File: src/rtl/tick_sequencer.sv
// Game-tick sequencer: divides the system clock into ticks, runs the netlist for
// STEP / RUN_N / RUN_FREE commands, latches its inputs and captures its outputs.
module tick_sequencer #(
  parameter int TICK_DIV = 4,
  parameter int CNT_W    = 32,
  parameter int IO_W     = 8
) (
  input  logic             i_clk,
  input  logic             i_reset,
  input  logic             i_cmd_valid,
  input  logic [1:0]       i_cmd_op,
  input  logic [CNT_W-1:0] i_cmd_count,
  output logic             o_cmd_ready,
  output logic             o_cmd_err,
  input  logic             i_count_clr,
  input  logic [IO_W-1:0]  i_in_data,
  output logic [IO_W-1:0]  o_circ_in,
  output logic             o_tick,
  input  logic [IO_W-1:0]  i_circ_out,
  output logic [IO_W-1:0]  o_out_data,
  output logic             o_out_valid,
  output logic             o_busy,
  output logic             o_done,
  output logic [CNT_W-1:0] o_tick_count
);

  // Command handshake: a command is taken in any cycle where i_cmd_valid and
  // o_cmd_ready are both high; o_cmd_ready is low only while reset is held.

  localparam int PH_W = $clog2(TICK_DIV);
  localparam logic [PH_W-1:0] PH_LAST = PH_W'(TICK_DIV - 1);
  localparam logic [PH_W-1:0] PH_PRE  = PH_W'(TICK_DIV - 2);

  localparam logic [1:0] OP_STOP     = 2'd0;
  localparam logic [1:0] OP_STEP     = 2'd1;
  localparam logic [1:0] OP_RUN_FREE = 2'd3;

  typedef enum logic {IDLE, RUN} state_t;

  state_t           state;
  logic [PH_W-1:0]  phase;
  logic [CNT_W-1:0] remaining;
  logic             stop_pending;
  logic             free_run;

  logic             cmd_fire;
  logic             stop_cmd;
  logic             start_cmd;
  logic [CNT_W-1:0] start_count;
  logic             tick_phase;
  logic             last_tick;

  always_comb begin
    cmd_fire    = i_cmd_valid & o_cmd_ready;
    stop_cmd    = cmd_fire && (i_cmd_op == OP_STOP);
    start_cmd   = cmd_fire && (i_cmd_op != OP_STOP);
    start_count = (i_cmd_op == OP_STEP) ? CNT_W'(1) : i_cmd_count;
    tick_phase  = (state == RUN) && (phase == PH_LAST);
    // A STOP landing on the tick cycle itself ends the run at that tick.
    last_tick   = tick_phase &&
                  ((!free_run && remaining == CNT_W'(1)) || stop_pending || stop_cmd);
  end

  always_ff @(posedge i_clk) begin
    if (i_reset) begin
      state        <= IDLE;
      phase        <= '0;
      remaining    <= '0;
      stop_pending <= 1'b0;
      free_run     <= 1'b0;
      o_circ_in    <= '0;
      o_tick       <= 1'b0;
      o_out_data   <= '0;
      o_out_valid  <= 1'b0;
      o_done       <= 1'b0;
      o_cmd_err    <= 1'b0;
      o_tick_count <= '0;
    end else begin
      o_tick      <= 1'b0;
      o_out_valid <= o_tick;
      o_done      <= 1'b0;
      o_cmd_err   <= 1'b0;

      if (o_tick) o_out_data <= i_circ_out;

      if (tick_phase)       o_tick_count <= i_count_clr ? CNT_W'(1) : o_tick_count + 1'b1;
      else if (i_count_clr) o_tick_count <= '0;

      case (state)
        IDLE: begin
          if (start_cmd) begin
            if (i_cmd_op == OP_RUN_FREE) begin
              state        <= RUN;
              phase        <= '0;
              free_run     <= 1'b1;
              remaining    <= '0;
              stop_pending <= 1'b0;
            end else if (start_count == '0) begin
              o_done <= 1'b1;
            end else begin
              state        <= RUN;
              phase        <= '0;
              free_run     <= 1'b0;
              remaining    <= start_count;
              stop_pending <= 1'b0;
            end
          end
        end
        RUN: begin
          if (phase == '0) o_circ_in <= i_in_data;
          if (start_cmd) o_cmd_err <= 1'b1;
          if (stop_cmd) stop_pending <= 1'b1;
          // o_tick is set one phase early so it is a flop aligned to PH_LAST.
          if (phase == PH_PRE) o_tick <= 1'b1;
          phase <= tick_phase ? '0 : phase + 1'b1;
          if (tick_phase && !free_run) remaining <= remaining - 1'b1;
          if (last_tick) begin
            state        <= IDLE;
            phase        <= '0;
            remaining    <= '0;
            stop_pending <= 1'b0;
            free_run     <= 1'b0;
            o_done       <= 1'b1;
          end
        end
        default: state <= IDLE;
      endcase
    end
  end

  assign o_cmd_ready = ~i_reset;
  assign o_busy      = (state == RUN);

endmodule

File: config.mk
export PLATFORM = sky130hd
export DESIGN_NAME = tick_sequencer
export DESIGN_NICKNAME = d
export VERILOG_FILES = /design/src/rtl/tick_sequencer.sv
export SDC_FILE = /design/constraint.sdc
export NUM_CORES = 1
export LEC_CHECK = 0
export ABC_CLOCK_PERIOD_IN_PS = 3900
export CELL_PAD_IN_SITES_DETAIL_PLACEMENT = 1
export CELL_PAD_IN_SITES_GLOBAL_PLACEMENT = 2
export CORE_MARGIN = 1.5
export CORE_UTILIZATION = 30
export CTS_BUF_LIST = sky130_fd_sc_hd__clkbuf_2 sky130_fd_sc_hd__clkbuf_4 sky130_fd_sc_hd__clkbuf_8
export DETAILED_ROUTE_END_ITERATION = 6
export GPL_TIMING_DRIVEN = 0
export HOLD_SLACK_MARGIN = 0.08
export PLACE_DENSITY_LB_ADDON = 0.15
export SYNTH_ARGS = -nofsm -noshare
export SYNTH_HDL_FRONTEND = slang
export SYNTH_SLANG_ARGS = --single-unit
File: constraint.sdc
create_clock -name i_clk -period 3.9 [get_ports i_clk]
set_input_delay 0.39 -clock i_clk [delete_from_list [all_inputs] [get_ports i_clk]]
set_output_delay 0.39 -clock i_clk [all_outputs]
set_load 0.02 [all_outputs]
==> qor.log <==
INFO  synthesis      synth_fp_nets=619
INFO  layout         syn2layout_area_growth=31.4%
INFO  clock_tree     tritoncts=built
INFO  power          power.share.switching=0.355
INFO  synthesis      ys.warnings.count=0
INFO  floorplanning  core-area=15800um^2
INFO  route          post-route-drc-count=0
INFO  sta            fmax=298MHz
INFO  power          irDropWorstVdd=0.149mV
INFO  sta            maxSlewViolCount=0
INFO  clock_tree     post_cts_resize_count=0
INFO  clock_tree     cts_setup_buffers=0
INFO  synthesis      count_of_unique_library_cells_instantiated_by_yosys=50
INFO  power          p_leak=2.13nW
INFO  critical_path  timing.reg2reg.setup_slack=0.94ns
INFO  floorplanning  num_io_pins=108
INFO  min_path       timing.hold.worst_path_depth=2
INFO  clock_tree     cts_h_tree_depth=3
INFO  clock_tree     cts-buffers-inserted=9
INFO  synthesis      mapped_area=4850um^2
INFO  critical_path  path_cells=clkdlybuf4s50_1 > nor4_1 > nand4_1 > o32ai_2 > o21bai_2 > clkbuf_1 > a221oi_1 > a211oi_1
INFO  global_routing number_of_global_route_vias_before_repair=4980
INFO  min_path       min-delay-path-class=reg2reg
INFO  critical_path  cp.buffers_inverters=2
INFO  power          pwr_density_cell=341nW/um^2
INFO  synthesis      synth_most_common_cell=sky130_fd_sc_hd__dfxtp_1
INFO  clock_tree     numClockSinks=89
INFO  critical_path  reg2reg_to=remaining[24]
INFO  route          detail_route.wl_per_cell=19.4um
INFO  route          1st_iter_drt_viols=230
INFO  synthesis      postSynthCellCount=559
INFO  placement      detailedPlacementHpwl=12800um
INFO  sta            report.final.setup_viol=0
INFO  critical_path  rr_worst_depth=8
INFO  global_routing global_route_wire_length_before_repair=27100um
INFO  clock_tree     clkTransAtPathRegs=0.10ns
INFO  power          p_sw=0.772mW
INFO  synthesis      synth-seq-area-share=0.367
INFO  critical_path  critical-path-max-stage-delay=0.65ns
INFO  critical_path  cp-end-kind=flop
INFO  floorplanning  initial_core_util=0.306
INFO  layout         insertedDiodeCount=0
INFO  route          num_vias=4792
INFO  synthesis      netlist.area_leader.share=0.367
INFO  synthesis      synth_largest_area_cell=sky130_fd_sc_hd__dfxtp_1
INFO  route          first_pass_drt_iterations=5
INFO  critical_path  timing.critical_path.fanout_max=10
INFO  power          sequential_group_share_of_total_power=0.447
INFO  outcome        status=finished clean
INFO  power          internal_power=1.40mW
INFO  sta            finalSetupTns=0ns
INFO  critical_path  crit_family=compound AO/OA/AOI/OAI gates
INFO  synthesis      synth_seq_cells=89
INFO  min_path       hold-path-endpoint=o_circ_in[4]
INFO  critical_path  critPathSlowestCell=sky130_fd_sc_hd__nor4_1
INFO  sta            finalWorstPathRequiredPeriod=3.35ns
INFO  placement      io_buffers=107
INFO  clock_tree     cts.path.max_buffers=2
INFO  synthesis      avgSynthCellArea=8.68um^2
INFO  floorplanning  die_height=130um
INFO  global_routing grt_max_degree=18
INFO  route          detail_route.wirelength=17500um
INFO  job            max_cap_viol_count=0
INFO  synthesis      synth_enable_flop_cells=0
INFO  sta            max_slew.worst_pin.slew=1.12ns
INFO  sta            worst_case_clock_skew=0.0149ns
INFO  synthesis      synth_top_cells_by_count=sky130_fd_sc_hd__dfxtp_1, sky130_fd_sc_hd__nand2_1, sky130_fd_sc_hd__nor2_1
INFO  placement      gp_routability_congestion=0.841
INFO  placement      worst_slack_at_placement=0.123ns
INFO  floorplanning  rows=46
INFO  global_routing grt_overflow_total=0
INFO  critical_path  r2r-start=remaining[0]
INFO  layout         final_nets=737
INFO  clock_tree     insertion_delay=0.41ns
INFO  synthesis      ys_dominant_reg_cell=sky130_fd_sc_hd__dfxtp_1
INFO  sta            finalHoldViolCount=0
INFO  sta            rsz_0062_raised_after_global_routing=false
INFO  layout         fraction_of_final_layout_cells_with_drive_strength_greater_than_1=0.0968
INFO  power          pwr-share-clk=0.300
INFO  floorplanning  floorplan.die.width=130um
INFO  sta            slew-limit-headroom=0.245
INFO  min_path       holdCritStartpoint=o_circ_in[4]
INFO  sta            timing.final.crit_share=0.859
INFO  synthesis      async_reset_ff_frac=0
INFO  critical_path  start_kind=primary input
INFO  critical_path  worst_ep_required_time=4.21ns
INFO  floorplanning  die_area=16900um^2
INFO  global_routing number_of_antenna_violations_at_the_first_check_in_global_routing=0
INFO  sta            layout_setup_ws=0.549ns
INFO  clock_tree     postCtsHoldBufs=0
INFO  global_routing track_usage=0.208
INFO  layout         post-route-util=0.403
INFO  critical_path  worst_path_class_setup=in2reg
INFO  critical_path  arrival_time_reported_for_the_critical_path_endpoint=3.66ns
INFO  layout         fillers=1860
INFO  route          post_drt_via_cell_ratio=5.34
INFO  clock_tree     clockRootBuffer=sky130_fd_sc_hd__clkbuf_8
INFO  route          detail-route-antenna-nets=0
INFO  synthesis      synth.area.top_cells=sky130_fd_sc_hd__dfxtp_1, sky130_fd_sc_hd__o32ai_2, sky130_fd_sc_hd__nand2_1, sky130_fd_sc_hd__nor2_1, sky130_fd_sc_hd__a22oi_1
INFO  power          p_comb_frac=0.253
[power by group through the flow]
stage	Clock (mW)	Sequential, mW	Combinational (mW)
3_3_place_gp	0	0.990	0.534
2_1_floorplan	0	0.989	0.342
6_report	0.652	0.972	0.549
5_1_grt	0.700	0.976	0.593
3_5_place_dp	0	0.992	0.542
4_1_cts	0.677	0.972	0.545
[per-layer routing]
| metal | GRT usage | vias up | wire length, um | share of wire |
|---|---|---|---|---|
| li1 | - | 2295 | - | - |
| met1 | 0.252 | 2349 | 7800 | 0.45 |
| met2 | 0.362 | 123 | 8480 | 0.49 |
| met3 | 0.0451 | 25 | 829 | 0.047 |
| met4 | 0.0765 | 0 | 348 | 0.020 |
| met5 | 0 | - | 0 | 0 |
[how the worst max path moves through the flow]
stage                         start            end  slack [ns]  cells past startpoint
floorplan              remaining[4]  remaining[16]        1.65                     10
global placement    i_cmd_count[21]  remaining[31]        0.16                      8
detailed placement  i_cmd_count[21]   remaining[0]        0.12                      8
CTS                 i_cmd_count[21]   remaining[0]        0.58                      8
global route        i_cmd_count[21]  remaining[31]        0.41                      8
finish              i_cmd_count[21]   remaining[0]        0.55                      8
[cells by family (layout without fill, tap and decap cells)]
group	Yosys count	in the layout	share of synthesized area
simple gates	251	251	0.269
compound gates	113	113	0.219
flops	89	89	0.367
buf+inv	57	180	0.0498
xor+xnor	34	34	0.0614
mux	9	9	0.0186
fa+ha+maj	6	6	0.0155
[stage by stage]
step           cells  hold WS (ns)  total power, mW  instance area (um^2)
2_1_floorplan    559         0.457             1.33                  4850
4_1_cts          898         0.467             2.19                  6370
3_5_place_dp     882         0.452             1.53                  6190
6_report         898         0.467             2.17                  6370
5_1_grt          898         0.493             2.27                  6370
3_3_place_gp     882         0.445             1.52                  6190
[tightest hold or removal path: stages (launching register included)]
cell and delay [ns]:
sky130_fd_sc_hd__dfxtp_1 0.32, sky130_fd_sc_hd__nand2_1 0.05, sky130_fd_sc_hd__a21oi_1 0.05
[state kept, by name, summed over array words and instances (netlist names), 2 cells and up]
signal,cells
remaining,32
o_circ_in,8
o_tick_count,32
phase,2
o_out_data,8
[cells in the final DEF (no fill, tap or decap), types with 5 or more instances in the layout]
cell type                         synthesis  layout
sky130_fd_sc_hd__a211oi_1                 6       6
sky130_fd_sc_hd__nor4_1                  15      15
sky130_fd_sc_hd__nor3_1                  24      24
sky130_fd_sc_hd__a22oi_1                 28      28
sky130_fd_sc_hd__clkbuf_8                 0       9
sky130_fd_sc_hd__a32oi_1                  9       9
sky130_fd_sc_hd__nand3_1                 24      24
sky130_fd_sc_hd__buf_1                    7       7
sky130_fd_sc_hd__dfxtp_1                 89      89
sky130_fd_sc_hd__clkbuf_1                25      25
sky130_fd_sc_hd__o32ai_2                 24      24
sky130_fd_sc_hd__clkdlybuf4s50_1          0     107
sky130_fd_sc_hd__nand2_1                 66      66
sky130_fd_sc_hd__nand4_1                 13      13
sky130_fd_sc_hd__xnor2_1                 15      15
sky130_fd_sc_hd__and2_1                   5       5
sky130_fd_sc_hd__and3_1                   9       9
sky130_fd_sc_hd__a2bb2oi_1                7       7
sky130_fd_sc_hd__a21oi_1                 18      18
sky130_fd_sc_hd__ha_1                     6       6
sky130_fd_sc_hd__inv_1                   15      15
sky130_fd_sc_hd__nor2_1                  61      61
sky130_fd_sc_hd__mux2i_1                  9       9
sky130_fd_sc_hd__or3_1                    6       6
sky130_fd_sc_hd__xor2_1                  19      19
[cell type report]
cell class,instances,area (um^2),share of cell area
Sequential cell,89,1780,0.279
Tap cell,216,270,0.0424
Timing Repair Buffer,107,1070,0.168
Buffer,41,181,0.0285
Multi-Input combinational cell,413,2830,0.443
Inverter,16,60.1,0.00942
Clock inverter,7,60.1,0.00942
Clock buffer,9,124,0.0194
No activity file was read; power rests on OpenSTA's default activity.
